<file path="src/rtl/p_uart_recv.sv">
`timescale 1ns/1ps
// ---------------------------------------------------------------------------
// p_uart_recv
// 8N1 UART receiver that packs eight consecutive bytes into one 64-bit word.
// Each byte lands in its slot of an assembly register, LSB byte first. When
// the eighth byte's stop bit is good, the word is published on uart_data.
// A bad stop bit abandons the whole partial word. So does an idle gap of
// TIMEOUT_BITS bit periods.
//
// Parameters
//   CLK_FREQ     system clock frequency in Hz
//   UART_BPS     baud rate; BPS_CNT = CLK_FREQ/UART_BPS clocks per bit
//   TIMEOUT_BITS idle bit periods before a partial word is dropped
//
// Ports
//   sys_clk    in   system clock, rising edge
//   sys_rst_n  in   synchronous active-low reset
//   uart_rxd   in   asynchronous serial line, idle high
//   uart_done  out  one-cycle pulse, 64-bit word complete
//   uart_data  out  last complete word, byte k at [8k+7:8k]
//   rx_busy    out  high while a frame is in progress
//   byte_cnt   out  bytes of the current word received so far (0..7)
//   frame_err  out  one-cycle pulse, stop bit sampled low
//   timeout    out  one-cycle pulse, partial word dropped on idle timeout
// ---------------------------------------------------------------------------
module p_uart_recv #(
  parameter int CLK_FREQ     = 50000000,
  parameter int UART_BPS     = 9600,
  parameter int TIMEOUT_BITS = 20
) (
  input  logic        sys_clk,
  input  logic        sys_rst_n,
  input  logic        uart_rxd,
  output logic        uart_done,
  output logic [63:0] uart_data,
  output logic        rx_busy,
  output logic [3:0]  byte_cnt,
  output logic        frame_err,
  output logic        timeout
);

  localparam int BPS_CNT  = CLK_FREQ / UART_BPS;
  localparam int CNT_W    = $clog2(BPS_CNT + 1);
  localparam int TO_LIMIT = TIMEOUT_BITS * BPS_CNT;
  localparam int TO_W     = $clog2(TO_LIMIT + 1);

  localparam logic [CNT_W-1:0] CNT_LAST = CNT_W'(BPS_CNT - 1);
  localparam logic [CNT_W-1:0] CNT_HALF = CNT_W'(BPS_CNT / 2 - 1);
  localparam logic [TO_W-1:0]  TO_LAST  = TO_W'(TO_LIMIT - 1);

  typedef enum logic [1:0] {
    S_IDLE  = 2'd0,
    S_START = 2'd1,
    S_DATA  = 2'd2,
    S_STOP  = 2'd3
  } state_t;

  state_t            r_state;
  state_t            w_next;

  logic              r_rxd_d0;
  logic              r_rxd_d1;
  logic              r_rxd_d2;

  logic [CNT_W-1:0]  r_clk_cnt;
  logic [2:0]        r_bit_idx;
  logic [7:0]        r_shift;
  logic [55:0]       r_asm;
  logic [3:0]        r_byte_cnt;
  logic [TO_W-1:0]   r_idle_tmr;
  logic [63:0]       r_uart_data;
  logic              r_done;
  logic              r_frame_err;
  logic              r_timeout;

  logic              w_start;
  logic              w_cnt_last;
  logic              w_cnt_half;
  logic              w_stop_evt;
  logic              w_stop_ok;
  logic              w_stop_bad;
  logic              w_word_full;
  logic              w_tmr_run;
  logic              w_to_fire;
  logic              w_cnt_clr;

  // Synchronizer: d0/d1 resolve metastability, d2 keeps the previous
  // synchronized value so a falling edge can be seen.
  always_ff @(posedge sys_clk) begin
    if (!sys_rst_n) begin
      r_rxd_d0 <= 1'b1;
      r_rxd_d1 <= 1'b1;
      r_rxd_d2 <= 1'b1;
    end else begin
      r_rxd_d0 <= uart_rxd;
      r_rxd_d1 <= r_rxd_d0;
      r_rxd_d2 <= r_rxd_d1;
    end
  end

  assign w_start     = (r_state == S_IDLE) && r_rxd_d2 && !r_rxd_d1;
  assign w_cnt_last  = (r_clk_cnt == CNT_LAST);
  assign w_cnt_half  = (r_clk_cnt == CNT_HALF);
  assign w_stop_evt  = (r_state == S_STOP) && w_cnt_last;
  assign w_stop_ok   = w_stop_evt && r_rxd_d1;
  assign w_stop_bad  = w_stop_evt && !r_rxd_d1;
  assign w_word_full = (r_byte_cnt == 4'd7);

  // The idle timer only runs while a partial word is pending. A start edge
  // on the expiry cycle takes priority, so no timeout fires in that case.
  assign w_tmr_run   = (r_state == S_IDLE) && (r_byte_cnt != 4'd0) && !w_start;
  assign w_to_fire   = w_tmr_run && (r_idle_tmr == TO_LAST);

  // FSM state register
  always_ff @(posedge sys_clk) begin
    if (!sys_rst_n) begin
      r_state <= S_IDLE;
    end else begin
      r_state <= w_next;
    end
  end

  // FSM next-state logic
  always_comb begin
    w_next = r_state;
    case (r_state)
      S_IDLE: begin
        if (w_start) begin
          w_next = S_START;
        end
      end
      S_START: begin
        // Mid start bit: line back high means it was only a glitch.
        if (w_cnt_half) begin
          w_next = r_rxd_d1 ? S_IDLE : S_DATA;
        end
      end
      S_DATA: begin
        if (w_cnt_last && (r_bit_idx == 3'd7)) begin
          w_next = S_STOP;
        end
      end
      S_STOP: begin
        // Leave at mid stop bit so a back-to-back start edge is not missed.
        if (w_cnt_last) begin
          w_next = S_IDLE;
        end
      end
      default: w_next = S_IDLE;
    endcase
  end

  // FSM output logic
  always_comb begin
    rx_busy = (r_state != S_IDLE);
  end

  // Bit-period counter. It restarts at every sampling point, and it also
  // restarts on the mid-start-bit decision. From then on each DATA/STOP
  // sample lands in the middle of its bit.
  always_comb begin
    w_cnt_clr = 1'b0;
    case (r_state)
      S_IDLE:  w_cnt_clr = 1'b1;
      S_START: w_cnt_clr = w_cnt_half;
      S_DATA:  w_cnt_clr = w_cnt_last;
      S_STOP:  w_cnt_clr = w_cnt_last;
      default: w_cnt_clr = 1'b1;
    endcase
  end

  always_ff @(posedge sys_clk) begin
    if (!sys_rst_n) begin
      r_clk_cnt <= '0;
    end else if (w_cnt_clr) begin
      r_clk_cnt <= '0;
    end else begin
      r_clk_cnt <= r_clk_cnt + 1'b1;
    end
  end

  always_ff @(posedge sys_clk) begin
    if (!sys_rst_n) begin
      r_bit_idx <= 3'd0;
    end else if (r_state != S_DATA) begin
      r_bit_idx <= 3'd0;
    end else if (w_cnt_last) begin
      r_bit_idx <= r_bit_idx + 3'd1;
    end
  end

  // Serial-to-parallel: LSB first, one bit per mid-bit sample
  always_ff @(posedge sys_clk) begin
    if ((r_state == S_DATA) && w_cnt_last) begin
      r_shift[r_bit_idx] <= r_rxd_d1;
    end
  end

  // Word assembly. Slots 0..6 are held here. The eighth byte goes straight
  // from the shift register into uart_data, so slots that stale or partial
  // words left behind never reach the output.
  always_ff @(posedge sys_clk) begin
    if (w_stop_ok && !w_word_full) begin
      r_asm[{r_byte_cnt[2:0], 3'b000} +: 8] <= r_shift;
    end
  end

  always_ff @(posedge sys_clk) begin
    if (!sys_rst_n) begin
      r_byte_cnt <= 4'd0;
    end else if (w_stop_ok) begin
      r_byte_cnt <= w_word_full ? 4'd0 : r_byte_cnt + 4'd1;
    end else if (w_stop_bad || w_to_fire) begin
      r_byte_cnt <= 4'd0;
    end
  end

  always_ff @(posedge sys_clk) begin
    if (!sys_rst_n) begin
      r_idle_tmr <= '0;
    end else if (!w_tmr_run || w_to_fire) begin
      r_idle_tmr <= '0;
    end else begin
      r_idle_tmr <= r_idle_tmr + 1'b1;
    end
  end

  // Output registers. Each pulse comes from its own exclusive event, so at
  // most one of them is high in any cycle.
  always_ff @(posedge sys_clk) begin
    if (!sys_rst_n) begin
      r_uart_data <= 64'h0;
      r_done      <= 1'b0;
      r_frame_err <= 1'b0;
      r_timeout   <= 1'b0;
    end else begin
      r_done      <= w_stop_ok && w_word_full;
      r_frame_err <= w_stop_bad;
      r_timeout   <= w_to_fire;
      if (w_stop_ok && w_word_full) begin
        r_uart_data <= {r_shift, r_asm};
      end
    end
  end

  assign uart_done = r_done;
  assign uart_data = r_uart_data;
  assign byte_cnt  = r_byte_cnt;
  assign frame_err = r_frame_err;
  assign timeout   = r_timeout;

endmodule

</file>
<file path="config.mk">
export PLATFORM = sky130hd
export DESIGN_NAME = p_uart_recv
export DESIGN_NICKNAME = d
export VERILOG_FILES = /design/src/rtl/p_uart_recv.sv
export SDC_FILE = /design/constraint.sdc
export NUM_CORES = 1
export LEC_CHECK = 0
export CELL_PAD_IN_SITES_DETAIL_PLACEMENT = 1
export CELL_PAD_IN_SITES_GLOBAL_PLACEMENT = 1
export CORE_MARGIN = 8
export CORE_UTILIZATION = 40
export DETAILED_ROUTE_END_ITERATION = 7
export GPL_TIMING_DRIVEN = 0
export HOLD_SLACK_MARGIN = 0.02
export PLACE_DENSITY_LB_ADDON = 0.1
export SYNTH_ARGS = -nofsm -noshare
export SYNTH_HDL_FRONTEND = slang
export SYNTH_SLANG_ARGS = --single-unit
</file>
<file path="constraint.sdc">
create_clock -name sys_clk -period 2.65 [get_ports sys_clk]
set_input_delay 0.53 -clock sys_clk [delete_from_list [all_inputs] [get_ports sys_clk]]
set_output_delay 0.53 -clock sys_clk [all_outputs]
set_load 0.05 [all_outputs]
</file>
==> flow_summary.ini, run 1 <==
[die]
fp.dieW_um = 149.0
ios = 75
die_area_mm2 = 0.02221
num_rows = 48
core_area_mm2 = 0.01730
start_util_pct = 40.94
die_h_um = 149.0

[detailed_routing]
wl_per_cell_um = 18.91
drtAntennaViolNets = 0
vias_per_cell = 5.474
vias = 5698
drtPass1Iterations = 5
drc_errors = 0
drt_iter0_drc = 263
routed_wl_mm = 19.69

[layout]
area_growth_pct = 25.36
nets = 813
layout.cells.non_filler = 1041
post-route-cell-area_mm2 = 0.008876
antenna_cells = 0
final_cell_mix = dfxtp_1, nand3_1, clkdlybuf4s50_1, a21oi_1, o21ai_0
fillCellCount = 1891
final_util_pct = 51.32
drive_gt1_share_pct = 9.559
final_common_cell = dfxtp_1

[timing]
setup_viol = 0
fin_tns_setup_ps = 0
hold_viol_final = 0
worstMarginPinSlew_ps = 618.1
clock_skew_ps = 6.910
clock.fmax_ghz = 0.3783
layout_min_cycle_time_ps = 2644
period_share_pct = 99.76
relSlewSlack_pct = 58.48
maxSlewViolCount = 0
rsz0062_at_grt = yes

[clock_network]
clock_latency_ps = 430
clk_pin_slew_ps = 60
cts_root_buffer = clkbuf_16
clock-sinks = 173
cts_tree = done
clk_path_buf_depth = 2
ctsHtreeMaxLevel = 4
cts_made_buffers = 17

[power]
ir_drop_uv = 449.9
leakage_nw = 2.818
powerDensity_mw_per_mm2 = 597.4
power_mw = 5.303

[yosys]
synthCells = 705
synth_fp_nets = 715
yosysTopAreaCell = dfxtp_1
ys_seq_area_share_pct = 57.96
synth_area_per_cell_um2 = 10.04
ys_top_cells_by_area = dfxtp_1, edfxtp_1, nand3_1
ys_warn_count = 0
netlist.area_leader.share_pct = 30.82
synth_edf_count = 64
ys.flop_type = dfxtp_1
synth_cell_type_count = 53
syn_area_mm2 = 0.007081
synth-seq-cells = 173
postSynth.asyncResetShare_pct = 0

[setup_path]
cp_top_family = simple AND/OR/NAND/NOR gates
cp.required_ps = 2790
cp.arrival_ps = 2790
end_kind = flop
worstPathMaxFanout = 10
max_stage_delay_ps = 360
path_buf_inv = 3
crit_path_start_kind = flop
worstSetupPathType = reg2reg
cp_slowest_cell = dfxtp_2
crit_chain = clkbuf_2 > inv_1 > ha_1 > or2_0 > o21ai_0 > nand2_1 > nor3_4 > buf_12

[run_status]
run_status = completed

[grt]
overflow = 0
antenna_found_initial = 0
grt_usage_pct = 17.94
grt_pass1_wl_mm = 31.58
grt_max_degree = 17
grt_pass1_vias = 5998

[place]
placed_area_mm2 = 0.008142
dpl.hpwl_mm = 13.84
dp.cells = 1004
portBuffers = 74
gp_congestion = 0.8265

[hold_path]
hp-class = reg2reg

[job]
max_cap_violations = 0
==> routing by layer <==
| metal | global-route usage [%] | vias to the layer above | wire length [um] | part of all wire [%] |
|---|---|---|---|---|
| met5 | 0 | - | 0 | 0 |
| met4 | 6.512 | 0 | 342 | 1.7 |
| met1 | 20.41 | 2846 | 8046 | 41 |
| met3 | 3.489 | 28 | 801 | 4.1 |
| met2 | 32.65 | 108 | 10500 | 53 |
| li1 | - | 2716 | - | - |
==> power by group <==
| part | switching, mW | internal (mW) |
|---|---|---|
| clock network | 1.02 | 1.49 |
| registers | 0.00351 | 2.74 |
| logic | 0.0427 | 0.0151 |
==> metrics by stage <==
step	worst slack (ps)	hold WS, ps
after floorplan	-53.92	386.3
after global placement	-250.4	392.0
after detailed placement	-422.5	403.9
after CTS	-60.71	419.5
after global routing	-132.5	430.8
final	6.465	412.8
==> state kept, by name (all words and copies together) (netlist names), named ones only <==
name	cells
r_rxd_d1	1
r_rxd_d2	1
r_shift	8
r_rxd_d0	1
r_idle_tmr	17
byte_cnt	4
uart_data	64
r_bit_idx	3
uart_done	1
r_state	1
timeout	1
frame_err	1
r_asm	56
r_clk_cnt	13
==> synthesized netlist by cell type (all sizes together) (7+ instances only) <==
| master | instances |
|---|---|
| ha | 7 |
| and4 | 8 |
| a21oi | 73 |
| nand3 | 79 |
| and2 | 38 |
| nand2b | 7 |
| xnor2 | 9 |
| buf | 21 |
| inv | 11 |
| dfxtp | 109 |
| xor2 | 13 |
| clkbuf | 27 |
| nor2 | 54 |
| o21ai | 69 |
| nor3 | 25 |
| edfxtp | 64 |
| nand2 | 32 |
| nand4 | 11 |
==> worst paths after layout <==
path          startpoint        end  slack, ps  cells after the start
min             r_rxd_d0   r_rxd_d1        410                      1
max          byte_cnt[0]  r_asm[13]          6                      8
max reg2reg  byte_cnt[0]  r_asm[13]          6                      8
min reg2reg     r_rxd_d0   r_rxd_d1        410                      1
==> kinds of logic (layout without fill, tap and decap cells) <==
logic type	after synthesis	in the layout	share of synthesized area, %
buf+inv	59	170	4.188
simple gates	286	286	21.79
compound gates	158	158	12.10
fa+ha+maj	7	7	1.237
xor+xnor	22	22	2.721
flops	173	173	57.96
==> cell type report <==
class	count	area (um2)	share of cell area (%)
sequential	173	4105	46.25
inverter	11	41.29	0.4652
clock buffer	21	481.7	5.427
timing repair buffer	80	848.3	9.557
clock inverter	11	112.6	1.269
buffer	47	252.7	2.847
tap	225	281.5	3.172
multi-input combinational	473	2753	31.01
==> what timing repair did <==
action,in CTS,in global routing
gates resized for setup,4,3
endpoints found under the hold margin,0,0
hold buffers,0,0
pin swaps,4,2
setup endpoints to repair,56,48
setup buffers,4,2
(Power assumes the default switching activity.)
==> run 2, diff against run 1 <==
CELL_PAD_IN_SITES_DETAIL_PLACEMENT = 0   (was 1)
HOLD_SLACK_MARGIN = 0.08   (was 0.02)
SETUP_SLACK_MARGIN = 0.15   (was not set)
==> run 2 against run 1 <==
Effect of this change: die area unchanged; combinational power down 4.7%; maximum frequency is 8.7% higher; non-clock buffer count up 6; sequential cell count unchanged; largest power group unchanged; clock power is 3% lower; via count down 4.0%.
==> flow_summary.ini, run 2 (synthesized netlist as in run 1, its figures left out) <==
[clock_network]
ctsHtreeMaxLevel = 4
clk_pin_slew_ps = 60
cts_tree = done
clock_latency_ps = 420
cts_root_buffer = clkbuf_16
clock-sinks = 173
cts_hold_buffers = 0
cts_made_buffers = 17
clk_path_buf_depth = 2

[timing]
maxSlewViolCount = 0
clock_skew_ps = 5.744
relSlewSlack_pct = 62.95
layout_min_cycle_time_ps = 2433
hold_viol_final = 0
holdWs_ps = 411.6
clock.fmax_ghz = 0.4110
period_share_pct = 91.81
worstMarginPinSlew_ps = 555.7
rsz0062_at_grt = yes
setup_viol = 0

[setup_path]
r2r_end = r_asm[8]
rr_startpoint = byte_cnt[0]
worstPathMaxFanout = 10
cp.required_ps = 2790
r2r_slack_ps = 220
end_kind = flop
worstSetupPathType = reg2reg
cp.arrival_ps = 2570
r2r_cells = 8
crit_path_start_kind = flop

[power]
power_mw = 5.222
leakage_nw = 2.874
ir_drop_uv = 457.7
powerDensity_mw_per_mm2 = 585.2

[grt]
grt_pass1_vias = 5336
overflow = 0
antenna_found_initial = 0
grt_usage_pct = 16.00
grt_pass1_wl_mm = 27.97
grt_max_degree = 17

[place]
portBuffers = 74
dpl.hpwl_mm = 12.49
gp_congestion = 0.8100

[detailed_routing]
vias = 5470
routed_wl_mm = 17.46
drt_iter0_drc = 335
wl_per_cell_um = 16.68
drtAntennaViolNets = 0
vias_per_cell = 5.224
drtPass1Iterations = 5
drc_errors = 0

[hold_path]
whs_endpoint = r_rxd_d1
hp-class = reg2reg
hp-start = r_rxd_d0
whs_path_depth = 1

[layout]
drive_gt1_share_pct = 10.95
area_growth_pct = 26.03
largest_reg_flops = 64
antenna_cells = 0
nets = 819
final_common_cell = dfxtp_1
final_cell_mix = dfxtp_1, nand3_1, a21oi_1, clkdlybuf4s50_1, o21ai_0

[die]
ios = 75
num_rows = 48
start_util_pct = 40.94
fp.dieW_um = 149.0
die_h_um = 149.0
die_area_mm2 = 0.02221
core_area_mm2 = 0.01730

[job]
max_cap_violations = 0

[run_status]
run_status = completed
run 2: changes by cell type in the layout (fill, tap and decap cells not counted), sizes merged:
cell and change:
buf +6, bufinv -1, clkbuf +1, clkdlybuf4s50 -1, clkinv +1, dlymetal6s2s +1, inv -1
run 2: worst max path at each step:
stage                end  slack [ps]         start  depth (start not counted)
3_5_place_dp   r_asm[53]         -30   byte_cnt[0]                          8
3_3_place_gp   r_asm[54]          30  r_clk_cnt[0]                          5
4_1_cts         r_asm[8]         110   byte_cnt[0]                          8
6_report        r_asm[8]         220   byte_cnt[0]                          8
5_1_grt        r_asm[37]         120   byte_cnt[0]                          8
2_1_floorplan  r_asm[24]         210   byte_cnt[0]                          5
run 2: report_power, final:
part | switching [mW] | leakage (nW) | internal, mW
clock network | 1.00 | 0.289 | 1.42
registers | 0.00333 | 1.39 | 2.74
logic | 0.0402 | 1.19 | 0.0150
total | 1.04 | 2.87 | 4.18
run 2: metal layers:
layer | vias up | GRT usage [%] | part of all wire (%)
met2 | 99 | 27.51 | 50
met4 | 0 | 4.947 | 1.5
met1 | 2617 | 19.24 | 44
li1 | 2735 | - | -
met5 | - | 0 | 0
met3 | 19 | 4.096 | 4.2
run 2: cell type report:
type | count | area [um2]
clock inverters | 10 | 83.83
well taps | 225 | 281.5
fillers | 1588 | 8373
inverters | 11 | 45.04
multi-input cells | 473 | 2776
repair buffers | 85 | 875.8
plain buffers | 48 | 259.0
clock buffers | 22 | 496.7
flip-flops and latches | 173 | 4105
run 2: what timing repair did:
| item | in CTS | in global routing |
|---|---|---|
| pin swaps | 5 | 2 |
| endpoints found under the setup margin | 48 | 73 |
| cloned | 0 | 0 |
| buffers inserted | 5 | 6 |
| endpoints found under the hold margin | 0 | 0 |
| gates resized for setup | 5 | 14 |
run 2: through the flow:
stage / setup TNS [ps] / utilization [%] / instance area (um2) / std cells / setup WS, ps
2_1_floorplan: 0 / - / 7139 / 705 / 213.8
3_3_place_gp: 0 / 47.19 / 8162 / 1004 / 32.31
3_5_place_dp: -248.4 / 47.19 / 8162 / 1004 / -31.19
4_1_cts: 0 / 51.09 / 8837 / 1041 / 114.3
5_1_grt: 0 / 51.59 / 8924 / 1047 / 119.6
6_report: 0 / 51.59 / 8924 / 1047 / 217.1
run 2: critical path, stage by stage, from the launching register on:
cell and delay (ps):
dfxtp_2 360, clkbuf_2 240, clkinvlp_4 200, ha_1 300, or2_0 240, o21ai_1 220, nand2_2 190, nor3_4 260
buf_12 150
==> run 3, diff against run 2 <==
clock period = 2.1 ns   (was 2.65 ns; I/O delays follow)
==> run 3 against run 2 <==
Effect of this change: clock power rose by 38%; routed wire length rose by 2.0%; worst setup slack got worse by 98 ps; non-clock buffer count rose by 17; sequential cell count did not move; sequential share of layout area fell by 1.7 points; die area did not move; global-route usage rose by 0.49 points; critical path type unchanged; via count rose by 2.4%; combinational power rose by 32%; clock skew rose by 1.8 ps; final area rose by 4.1%.
==> flow_summary.ini, run 3 (synthesized netlist as in run 1, its figures left out) <==
[layout]
antenna_cells = 0
nets = 836
final_cell_mix = dfxtp_1, nand3_1, a21oi_1, dlygate4sd2_1, o21ai_0
area_growth_pct = 31.19
final_common_cell = dfxtp_1
post-route-cell-area_mm2 = 0.009289
drive_gt1_share_pct = 17.16
layout.cells.non_filler = 1064
largest_reg_flops = 64
final_util_pct = 53.70

[setup_path]
crit_path_start_kind = flop
crit_chain = buf_8 > clkinvlp_4 > ha_4 > or2_4 > o21ai_4 > nand2_4 > nor3_4 > buf_12
cp_slowest_cell = dfxtp_4
cp-startpoint = byte_cnt[0]
end_kind = flop
path_buf_inv = 3
max_stage_delay_ps = 360
rr_startpoint = byte_cnt[0]
worstSetupPathType = reg2reg
cp.arrival_ps = 2120
cp.required_ps = 2240
worstPathMaxFanout = 8
cp_top_family = simple AND/OR/NAND/NOR gates

[die]
die_area_mm2 = 0.02221
start_util_pct = 40.94
num_rows = 48
fp.dieW_um = 149.0
die_h_um = 149.0
core_area_mm2 = 0.01730
ios = 75

[power]
leakage_nw = 3.415
swShare_pct = 19.85
clockPowerShare_pct = 48.5
power_frac_seq_pct = 50.4
power.switching_mw = 1.361
cell_internal_pwr_mw = 5.497
p_comb_share_pct = 1.1
ir_drop_uv = 571.1
power_mw = 6.858
powerDensity_mw_per_mm2 = 738.3

[clock_network]
cts_tree = done
clk_path_buf_depth = 2
cts_hold_buffers = 0
clock_latency_ps = 420
clock-sinks = 173
ctsHtreeMaxLevel = 4
clk_pin_slew_ps = 60
cts_made_buffers = 17
cts_root_buffer = clkbuf_16

[timing]
hold_viol_final = 0
layout_min_cycle_time_ps = 1981
worstMarginPinSlew_ps = 517.2
clock_skew_ps = 7.563
maxSlewViolCount = 0
fin_ws_ps = 119.3
period_share_pct = 94.32
rsz0062_at_grt = yes
setup_viol = 0
relSlewSlack_pct = 65.66
clock.fmax_ghz = 0.5049
fin_tns_setup_ps = 0
holdWs_ps = 408.1

[detailed_routing]
vias = 5604
m1WireLength_mm = 7.888
route.met2.wl_mm = 8.863
routed_wl_mm = 17.82
drc_errors = 0
drt_iter0_drc = 333
wl_per_cell_um = 16.75
top_layer_used = met4
vias_per_cell = 5.267
met3_length_um = 775
drtPass1Iterations = 4
drtAntennaViolNets = 0

[grt]
grt_max_degree = 17
antenna_found_initial = 0
grt_usage_pct = 16.49
overflow = 0
grt_pass1_wl_mm = 28.93
grt_pass1_vias = 5529

[run_status]
run_status = completed

[hold_path]
hp-start = r_rxd_d0
hp-class = reg2reg

[place]
dpl_worst_slack_ps = -349.9
placed_area_mm2 = 0.008225
dpl.hpwl_mm = 12.56
gp_congestion = 0.8324
portBuffers = 74
dp.cells = 1004

[job]
max_cap_violations = 0
==> run 3: changes by cell type in the layout (fill, tap and decap cells not counted), moves of 4 or more <==
cell	before	now
nor3_4	5	9
clkdlybuf4s50_1	73	2
dfxtp_2	1	6
buf_2	13	7
clkbuf_1	26	16
ha_1	7	3
nor3_2	4	0
buf_4	9	22
dlygate4sd2_1	0	71
clkbuf_4	0	7
clkbuf_2	2	7
dfxtp_1	108	101
==> run 3: cell type report <==
| type | instances | area, um2 |
|---|---|---|
| Timing Repair Buffer | 103 | 947.2 |
| Inverter | 11 | 47.55 |
| Multi-Input combinational cell | 473 | 2953 |
| Buffer | 47 | 312.8 |
| Clock buffer | 18 | 439.2 |
| Fill cell | 1570 | 8008 |
| Clock inverter | 14 | 188.9 |
| Sequential cell | 173 | 4119 |
| Tap cell | 225 | 281.5 |
==> run 3: timing repair <==
action                     CTS  global route
pin swaps                   18            18
setup endpoints to repair  278           179
gates resized for setup    115            35
gates cloned                 0             0
buffers inserted            21             8
==> run 3: power groups by stage <==
stage	clock, mW	combinational, mW	sequential (mW)
global placement	0	0.0709	3.53
floorplan	0	0.0473	3.53
CTS	3.40	0.0750	3.46
global route	3.54	0.0816	3.46
finish	3.33	0.0726	3.46
detailed placement	0	0.0719	3.53
==> run 3: path summary, 6_finish.rpt <==
| path | to | slack, ps | cells past startpoint |
|---|---|---|---|
| setup / recovery | r_asm[39] | 120 | 8 |
| hold / removal | r_rxd_d1 | 410 | 1 |
| setup reg to reg | r_asm[39] | 120 | 8 |
| hold reg to reg | r_rxd_d1 | 410 | 1 |
==> run 3: worst reg2reg max path, cell delays in order (launching register included) <==
cell and delay [ps]:
dfxtp_4 360, buf_8 100, clkinvlp_4 130, ha_4 210, or2_4 270, o21ai_4 190
nand2_4 90, nor3_4 220, buf_12 150
==> run 3: routing by layer <==
metal,track usage (%),vias up
li1,-,2770
met1,19.98,2718
met2,27.87,95
met3,3.944,21
met4,6.209,0
met5,0,-
